File: src/rtl/rvc_fetch_align.sv
// RVC-aware fetch/realign front end: 32-bit I-cache words into a halfword FIFO, one instruction per cycle to ID.
// Build option: define RVC_EXPAND_EN to expand 16-bit encodings to their RV32I equivalents on out_inst.
module rvc_fetch_align #(
   parameter int          FIFO_DEPTH = 8,
   parameter logic [31:0] RESET_PC   = 32'h0000_0000
) (
   input  logic        clk,
   input  logic        rst,
   output logic        icache_ren,
   output logic [29:0] icache_addr,
   input  logic        icache_stall,
   input  logic [31:0] icache_rdata,
   input  logic        redirect_valid,
   input  logic [31:0] redirect_pc,
   output logic        out_valid,
   input  logic        out_ready,
   output logic [31:0] out_inst,
   output logic [31:0] out_pc,
   output logic        out_is_rvc
);
   localparam int PW = $clog2(FIFO_DEPTH);
   localparam int CW = PW + 1;

   logic [15:0]   fifo_mem [FIFO_DEPTH];
   logic [PW-1:0] rd_ptr, wr_ptr, rd_nxt, wr_nxt;
   logic [CW-1:0] count;
   logic          drop_low, pend, pend_drop;
   logic [29:0]   pend_addr;

   logic [15:0]   head, next_hw, lo_hw, hi_hw;
   logic          head_rvc, head_ok, pop, accept;
   logic [1:0]    push_n, pop_n;

`ifdef RVC_EXPAND_EN
   function automatic logic [31:0] expand_rvc(input logic [15:0] c);
      logic [4:0]  rs1p, rs2p, rd;
      logic [31:0] r;
      rs1p = {2'b01, c[9:7]};
      rs2p = {2'b01, c[4:2]};
      rd   = c[11:7];
      r    = {16'h0000, c};
      case ({c[1:0], c[15:13]})
         5'b00_000: r = {2'b00, c[10:7], c[12:11], c[5], c[6], 2'b00, 5'd2, 3'b000, rs2p, 7'h13};
         5'b00_010: r = {5'b0, c[5], c[12:10], c[6], 2'b00, rs1p, 3'b010, rs2p, 7'h03};
         5'b00_110: r = {5'b0, c[5], c[12], rs2p, rs1p, 3'b010, c[11:10], c[6], 2'b00, 7'h23};
         5'b01_000: r = {{6{c[12]}}, c[12], c[6:2], rd, 3'b000, rd, 7'h13};
         5'b01_001, 5'b01_101:
            r = {c[12], c[8], c[10:9], c[6], c[7], c[2], c[11], c[5:3], c[12], {8{c[12]}}, 4'b0000, ~c[15], 7'h6F};
         5'b01_010: r = {{6{c[12]}}, c[12], c[6:2], 5'd0, 3'b000, rd, 7'h13};
         5'b01_011: begin
            if (rd == 5'd2) r = {{3{c[12]}}, c[4:3], c[5], c[2], c[6], 4'b0000, 5'd2, 3'b000, 5'd2, 7'h13};
            else            r = {{15{c[12]}}, c[6:2], rd, 7'h37};
         end
         5'b01_100: begin
            case (c[11:10])
               2'b00:   r = {7'b0000000, c[6:2], rs1p, 3'b101, rs1p, 7'h13};
               2'b01:   r = {7'b0100000, c[6:2], rs1p, 3'b101, rs1p, 7'h13};
               2'b10:   r = {{6{c[12]}}, c[12], c[6:2], rs1p, 3'b111, rs1p, 7'h13};
               default: r = {1'b0, c[6:5] == 2'b00, 5'b00000, rs2p, rs1p,
                             (c[6:5] == 2'b00) ? 3'b000 : {1'b1, c[6], c[6] & c[5]}, rs1p, 7'h33};
            endcase
         end
         // c.beqz / c.bnez differ only in c[13], which becomes funct3[0]
         5'b01_110, 5'b01_111:
            r = {{4{c[12]}}, c[6:5], c[2], 5'd0, rs1p, 2'b00, c[13], c[11:10], c[4:3], c[12], 7'h63};
         5'b10_000: r = {7'b0, c[6:2], rd, 3'b001, rd, 7'h13};
         5'b10_010: r = {4'b0, c[3:2], c[12], c[6:4], 2'b00, 5'd2, 3'b010, rd, 7'h03};
         5'b10_100: begin
            if (!c[12])              r = (c[6:2] == 5'd0) ? {12'b0, rd, 3'b000, 5'd0, 7'h67}
                                                         : {7'b0, c[6:2], 5'd0, 3'b000, rd, 7'h33};
            else if (c[6:2] == 5'd0) r = (rd == 5'd0) ? 32'h0010_0073 : {12'b0, rd, 3'b000, 5'd1, 7'h67};
            else                     r = {7'b0, c[6:2], rd, 3'b000, rd, 7'h33};
         end
         5'b10_110: r = {4'b0, c[8:7], c[12], c[6:2], 5'd2, 3'b010, c[11:9], 2'b00, 7'h23};
         default:   r = {16'h0000, c};
      endcase
      return r;
   endfunction
`endif

   assign lo_hw    = {icache_rdata[7:0], icache_rdata[15:8]};
   assign hi_hw    = {icache_rdata[23:16], icache_rdata[31:24]};
   assign rd_nxt   = rd_ptr + PW'(1);
   assign wr_nxt   = wr_ptr + PW'(1);
   assign head     = fifo_mem[rd_ptr];
   assign next_hw  = fifo_mem[rd_nxt];
   assign head_rvc = (head[1:0] != 2'b11);
   assign head_ok  = head_rvc ? (count >= CW'(1)) : (count >= CW'(2));

   assign icache_ren = !rst && (count <= CW'(FIFO_DEPTH - 2));
   assign accept     = icache_ren && !icache_stall && !redirect_valid && !pend;
   assign out_valid  = !rst && head_ok && !redirect_valid && !pend;
   assign pop        = out_valid && out_ready;
   assign push_n     = !accept ? 2'd0 : (drop_low ? 2'd1 : 2'd2);
   assign pop_n      = !pop ? 2'd0 : (head_rvc ? 2'd1 : 2'd2);
   assign out_is_rvc = !rst && head_rvc;

   always_comb begin
      out_inst = 32'h0;
      if (!rst) begin
         if (!head_rvc) out_inst = {next_hw, head};
`ifdef RVC_EXPAND_EN
         else           out_inst = expand_rvc(head);
`else
         else           out_inst = {16'h0000, head};
`endif
      end
   end

   always_ff @(posedge clk) begin
      if (accept) begin
         if (drop_low) begin
            fifo_mem[wr_ptr] <= hi_hw;
         end else begin
            fifo_mem[wr_ptr] <= lo_hw;
            fifo_mem[wr_nxt] <= hi_hw;
         end
      end
   end

   always_ff @(posedge clk) begin
      if (rst) begin
         rd_ptr      <= '0;
         wr_ptr      <= '0;
         count       <= '0;
         icache_addr <= RESET_PC[31:2];
         out_pc      <= RESET_PC & 32'hFFFF_FFFE;
         drop_low    <= RESET_PC[1];
         pend        <= 1'b0;
      end else if (redirect_valid) begin
         rd_ptr <= '0;
         wr_ptr <= '0;
         count  <= '0;
         out_pc <= redirect_pc & 32'hFFFF_FFFE;
         // during a stall the cache address must not move; remember the target instead
         if (icache_stall) begin
            pend      <= 1'b1;
            pend_addr <= redirect_pc[31:2];
            pend_drop <= redirect_pc[1];
         end else begin
            icache_addr <= redirect_pc[31:2];
            drop_low    <= redirect_pc[1];
            pend        <= 1'b0;
         end
      end else if (pend) begin
         if (!icache_stall) begin
            icache_addr <= pend_addr;
            drop_low    <= pend_drop;
            pend        <= 1'b0;
         end
      end else begin
         if (accept) begin
            wr_ptr      <= wr_ptr + PW'(push_n);
            drop_low    <= 1'b0;
            icache_addr <= icache_addr + 30'd1;
         end
         if (pop) begin
            rd_ptr <= rd_ptr + PW'(pop_n);
            out_pc <= out_pc + (head_rvc ? 32'd2 : 32'd4);
         end
         count <= count + CW'(push_n) - CW'(pop_n);
      end
   end
endmodule
File: config.mk
export PLATFORM = sky130hd
export DESIGN_NAME = rvc_fetch_align
export DESIGN_NICKNAME = d
export VERILOG_FILES = /design/src/rtl/rvc_fetch_align.sv
export SDC_FILE = /design/constraint.sdc
export NUM_CORES = 1
export LEC_CHECK = 0
export ABC_AREA = 1
export BUFFER_PORTS_ARGS = -buffer_cell sky130_fd_sc_hd__buf_4
export CAP_MARGIN = 20
export CORE_MARGIN = 2
export CORE_UTILIZATION = 35
export DETAILED_ROUTE_END_ITERATION = 6
export GPL_TIMING_DRIVEN = 0
export PLACE_DENSITY_LB_ADDON = 0.05
export SLEW_MARGIN = 10
export SYNTH_ARGS = -nofsm -noshare
export SYNTH_HDL_FRONTEND = slang
export SYNTH_SLANG_ARGS = --single-unit
File: constraint.sdc
create_clock -name clk -period 6.95 [get_ports clk]
set_input_delay 1.39 -clock clk [delete_from_list [all_inputs] [get_ports clk]]
set_output_delay 1.39 -clock clk [all_outputs]
set_load 0.05 [all_outputs]
# Word-level counts from Yosys, hierarchy flattened
# Memories as Yosys holds them, arrays and structs flattened. A register that Yosys moved wholly into a read port is not among the register bits.
# Cells that the tools add are included.
[totals]
reg_bits = 105
mem_bits_rw = 128
inputBits = 69
output_inout_bits = 97
elab_cells = 83
n_memories = 1
[classes]
add_sub_neg = 8
magnitude_cmp = 3
n_eq_ne = 4
muxes = 33
bitwise = 3
reduce_logical = 21
[mem_list]
columns = ["memory", "words", "width", "read_ports", "rd_ports_with_merged_regs", "wr", "line_no", "source"]
rows = [
  ["fifo_mem", 8, 16, 2, 1, 2, "24", "logic [15:0] fifo_mem [FIFO_DEPTH];"],
]
[op_table]
columns = ["op", "n"]
rows = [
  ["32-bit two-way mux", 5],
  ["30-bit two-way mux", 5],
  ["32-bit by 3-bit adder with 32-bit output", 1],
  ["30-bit by 1-bit adder with 30-bit output, second input constant", 1],
  ["16-bit two-way mux", 1],
  ["1-bit two-way mux", 15],
  ["1-bit logical AND", 9],
  ["3-bit two-way mux", 3],
  ["2-bit two-way mux", 4],
  ["2-bit inequality test, second input constant", 4],
  ["3-bit by 1-bit adder with 3-bit output, second input constant", 2],
  ["3-bit by 2-bit adder with 3-bit output", 2],
  ["2-bit AND reduction", 3],
  ["3-bit AND reduction", 2],
  ["4-bit by 2-bit adder with 4-bit output", 1],
  ["4-bit by 1-bit greater-or-equal comparator with 1-bit output, second input constant", 1],
  ["4-bit by 2-bit greater-or-equal comparator with 1-bit output, second input constant", 1],
  ["4-bit by 3-bit <= comparator with 1-bit output, second input constant", 1],
  ["1-bit zero test", 4],
  ["4-bit by 2-bit subtractor with 4-bit output", 1],
  ["3-bit nonzero test", 1],
  ["1-bit NOT", 2],
  ["2-bit nonzero test", 1],
  ["2-bit OR reduction", 1],
  ["1-bit bitwise OR", 1],
]

# Logic depth before layout (Yosys ltp)
[logic_depth]
depth_word = 10
ltp_mapped = 23
ltp_nobuf = 22

# Least setup slack after synthesis
# OpenSTA, ideal clock, no wires.
[synth_path]
kind = "input port to flip-flop"
from = "input redirect_valid"
to = "register pend_addr[0] (enable)"
setup_ns = 0.458
arrival_time_ns = 4.372
required_ns = 6.492
path_slack_ns = 2.120
cell_stages = 5
path_buffers = 3
cell_sequence = "clkbuf_1 inv_1 clkbuf_1 clkbuf_1 nor3_1"
[synth_between]
elab_chain_len = 1
[synth_lines]
columns = ["item", "line_no", "source"]
rows = [
  ["from (decl)", "13", "input logic redirect_valid,"],
  ["3-bit AND reduction (no line)", "--", ""],
  ["to (signal assigned)", "138", "pend_addr <= redirect_pc[31:2];"],
  ["to (decl)", "28", "logic [29:0] pend_addr;"],
]
# Every way passes these cells.
# A chain may end at the register's enable or synchronous reset.

# Worst setup path in the final report
[layout_path]
from = "input rst"
to = "output out_inst[3]"
[layout_between]
elab_chain_len = 1
[layout_lines]
columns = ["item", "line_no", "source"]
rows = [
  ["from (decl)", "8", "input logic rst,"],
  ["32-bit two-way mux", "100", "if (!rst) begin"],
  ["to (decl)", "17", "output logic [31:0] out_inst,"],
]
# Every way passes these cells.

==> summary.txt <==
Drt
  – Routed WL: roughly 57 mm
  – Vias: between 10,000 and 15,000
  – Post-route DRC: 1
  – First drt pass iteration count: 7
  – Drt initial violations: approximately 1,200
  – Routed wire length per instance: 21.5 um
  – Final ANT Viol Nets: 0
  – DR vias/cell: ~5.4

Logic synthesis
  – Netlist cell types: 46
  – Number of synthesis warnings: 0
  – Fraction of registers with async set/reset: 0
  – Synth Cell Area: between 10,000 and 15,000 um^2
  – Top_reg_cell synth: edfxtp_1
  – Post-synth EDFFs: 159
  – Post-Syn Instances: approximately 1,900
  – Syn_area_per_cell: roughly 7.5 um^2
  – Post-synth net total: 1,988
  – Post-synthesis sequential area ratio: 0.443
  – #FFs+latches synth: about 240

STA
  – Final Cycle Share: 0.731
  – Slew margin rel.: 0.350
  – Final Setup Violations: 0
  – RSZ-0062 raised after global routing: false
  – Min Tclk post-route: between 5000 and 6000 ps
  – Final setup margin: 1870 ps
  – Max-slew violation count: 0
  – Clock Skews: 23.7 ps
  – WHS: 501 ps
  – Count of final hold-check violations: 0
  – Worst slew pin tran: between 900 and 1000 ps
  – Setup tns final: 0 ps
  – FMAX: approximately 200 MHz

Global routing
  – Top Usage Layer GRT: met2
  – M2 GR Usage: 0.483
  – Largest net degree at the start of global routing: 17
  – Total GRT Usage: 0.268
  – Vias in the first global route: ~14,000
  – M3 GR Usage: 0.0295
  – Initial antenna violation count: 0
  – Met1 GRT Util: 0.316
  – First-pass GRT wire length: 84.3 mm
  – GRT overflow: 0

Clocking
  – Clock root buffer: clkbuf_16
  – H-tree levels: 1
  – CTS clock-pin slew for the worst setup and hold paths: 60 ps
  – Post-cts sizing count: 0
  – Clock tree buffer depth: 3
  – Post-CTS Setup Inserts: 0
  – Clock Latency Late Sink: ~570 ps
  – CTS tree: yes
  – CTS Sinks: 235
  – Hold buffers post-CTS: 0
  – Inserted Clock Buffers: 29

Die
  – Die width: 206 um
  – Die H: approximately 210 um
  – Core area: about 40,000 um^2
  – Ports: approximately 170
  – Die ar.: about 42,000 um^2
  – Core Rows: between 70 and 80
  – Starting Density: 0.356

Critical path
  – Nature of the critical path endpoint: output pin
  – CP startpoint kind: input pin
  – Worst-path maximum fanout: 10
  – WP data required: roughly 5600 ps
  – Worst EP arrival: about 3700 ps
  – Crit Path Category: in -> out

Finish
  – Final #Nets: 2,191
  – Post-Layout Cell Count: about 2,600
  – ANT cells: 0
  – Synth-to-layout area growth: 20.3%
  – Share of cells above drive strength 1: 0.142

Placed design
  – Dpl cells: roughly 2,600
  – Routability congestion estimate: between 0.9 and 1
  – HPWL after detailed placement: 44.1 mm
  – Pre-CTS WS: between 1500 and 2000 ps
  – Port bufs: around 160

Status
  – Status: finished with violations
  – Failing checks: DRC

Min path
  – Hold Crit Class: reg -> reg

Power
  – P per Cell Area: ~210 nW/um^2
  – Maximum VDD drop: 181 uV
  – Leakage power: just under 7 nW

Job
  – Max-cap viol count: 0
## cell usage in the layout, fill, tap and decap left out, drive strengths merged, types with 28 or more instances in the layout
master  instances
o21ai         358
o211ai         34
nand2         447
edfxtp        159
clkbuf        109
dfxtp          76
nor2          206
nand3          83
inv           173
buf           214
nor3           28
a21oi         108
## final cells by class
| class | instances | area, um^2 |
|---|---|---|
| repair buffers | 172 | 1310 |
| clock buffers | 38 | 759 |
| flip-flops and latches | 235 | 6300 |
| inverters | 175 | 657 |
| plain buffers | 113 | 503 |
| fillers | 4192 | 22800 |
| multi-input cells | 1378 | 6810 |
| well taps | 525 | 657 |
| clock inverters | 10 | 120 |
## stage by stage
step	power, W	utilization	area (um^2)
3_5_place_dp	0.00218	0.407	16200
2_1_floorplan	0.00196	-	14200
6_report	0.00362	0.429	17100
3_3_place_gp	0.00217	0.403	16100
4_1_cts	0.00364	0.429	17100
5_1_grt	0.00375	0.429	17100
## synthesized netlist by cell type, types with 10 or more instances
cell type  number  area [um^2]
nand2_1       429         1610
buf_1          10         37.5
o21ai_1        12         60.1
nor2_1        197          739
a31oi_1        19          119
nor3_1         28          140
a21oi_1        99          495
buf_2          23          115
o21ai_0       346         1730
nand3_1        82          410
edfxtp_1      159         4770
clkbuf_1       71          267
inv_1         161          604
xor2_1         15          131
dfxtp_1        76         1520
xnor2_1        13          114
nand2_2        17          106
o211ai_1       34          255
a41oi_1        16          140
ha_1           13          163
inv_2          12         45.0
## routing by layer
metal / wire length, um / part of all wire
met5: 0 / 0
met4: 3070 / 0.054
met3: 3140 / 0.055
met2: 28500 / 0.50
met1: 22100 / 0.39
## power breakdown
part / switching (W) / internal (W) / total (W) / leakage [nW]
Combinational: 0.000382 / 0.000165 / 0.000547 / 4.31
Sequential: 0.0000498 / 0.00155 / 0.00160 / 2.06
Clock: 0.000607 / 0.000867 / 0.00147 / 0.428
Total: 0.00104 / 0.00258 / 0.00362 / 6.80
## final timing paths
check	slack (ps)	startpoint	depth (start not counted)	endpoint
max	1870	rst	7	out_inst[3]
min	500	count[0]	2	count[0]
max reg2reg	3210	flip-flop	20	out_pc[17]
min reg2reg	500	count[0]	2	count[0]
## kinds of logic (layout without fill, tap and decap cells)
| logic type | Yosys count | in the layout | synth area share |
|---|---|---|---|
| flops | 235 | 235 | 0.443 |
| simple gates | 784 | 784 | 0.231 |
| buf+inv | 288 | 508 | 0.0816 |
| compound gates | 547 | 547 | 0.209 |
| fa+ha+maj | 18 | 18 | 0.0185 |
| xor+xnor | 28 | 28 | 0.0173 |
| other cells | 1 | 1 | 0.000264 |
## state kept, by name (all words and copies together), names as in the netlist, named ones only
register and cells:
pend_drop 1, wr_ptr 3, fifo_mem 128, out_pc 31, icache_addr 30, rd_ptr 3
pend_addr 30, drop_low 1, count 4, pend 1
## critical path, cell delays in order
cell and delay, ps:
buf_2 170, inv_1 90, clkbuf_1 530, clkbuf_1 580, o21ai_0 190, a31oi_1 440
buf_4 290
Power figures use the tool's default switching activity.
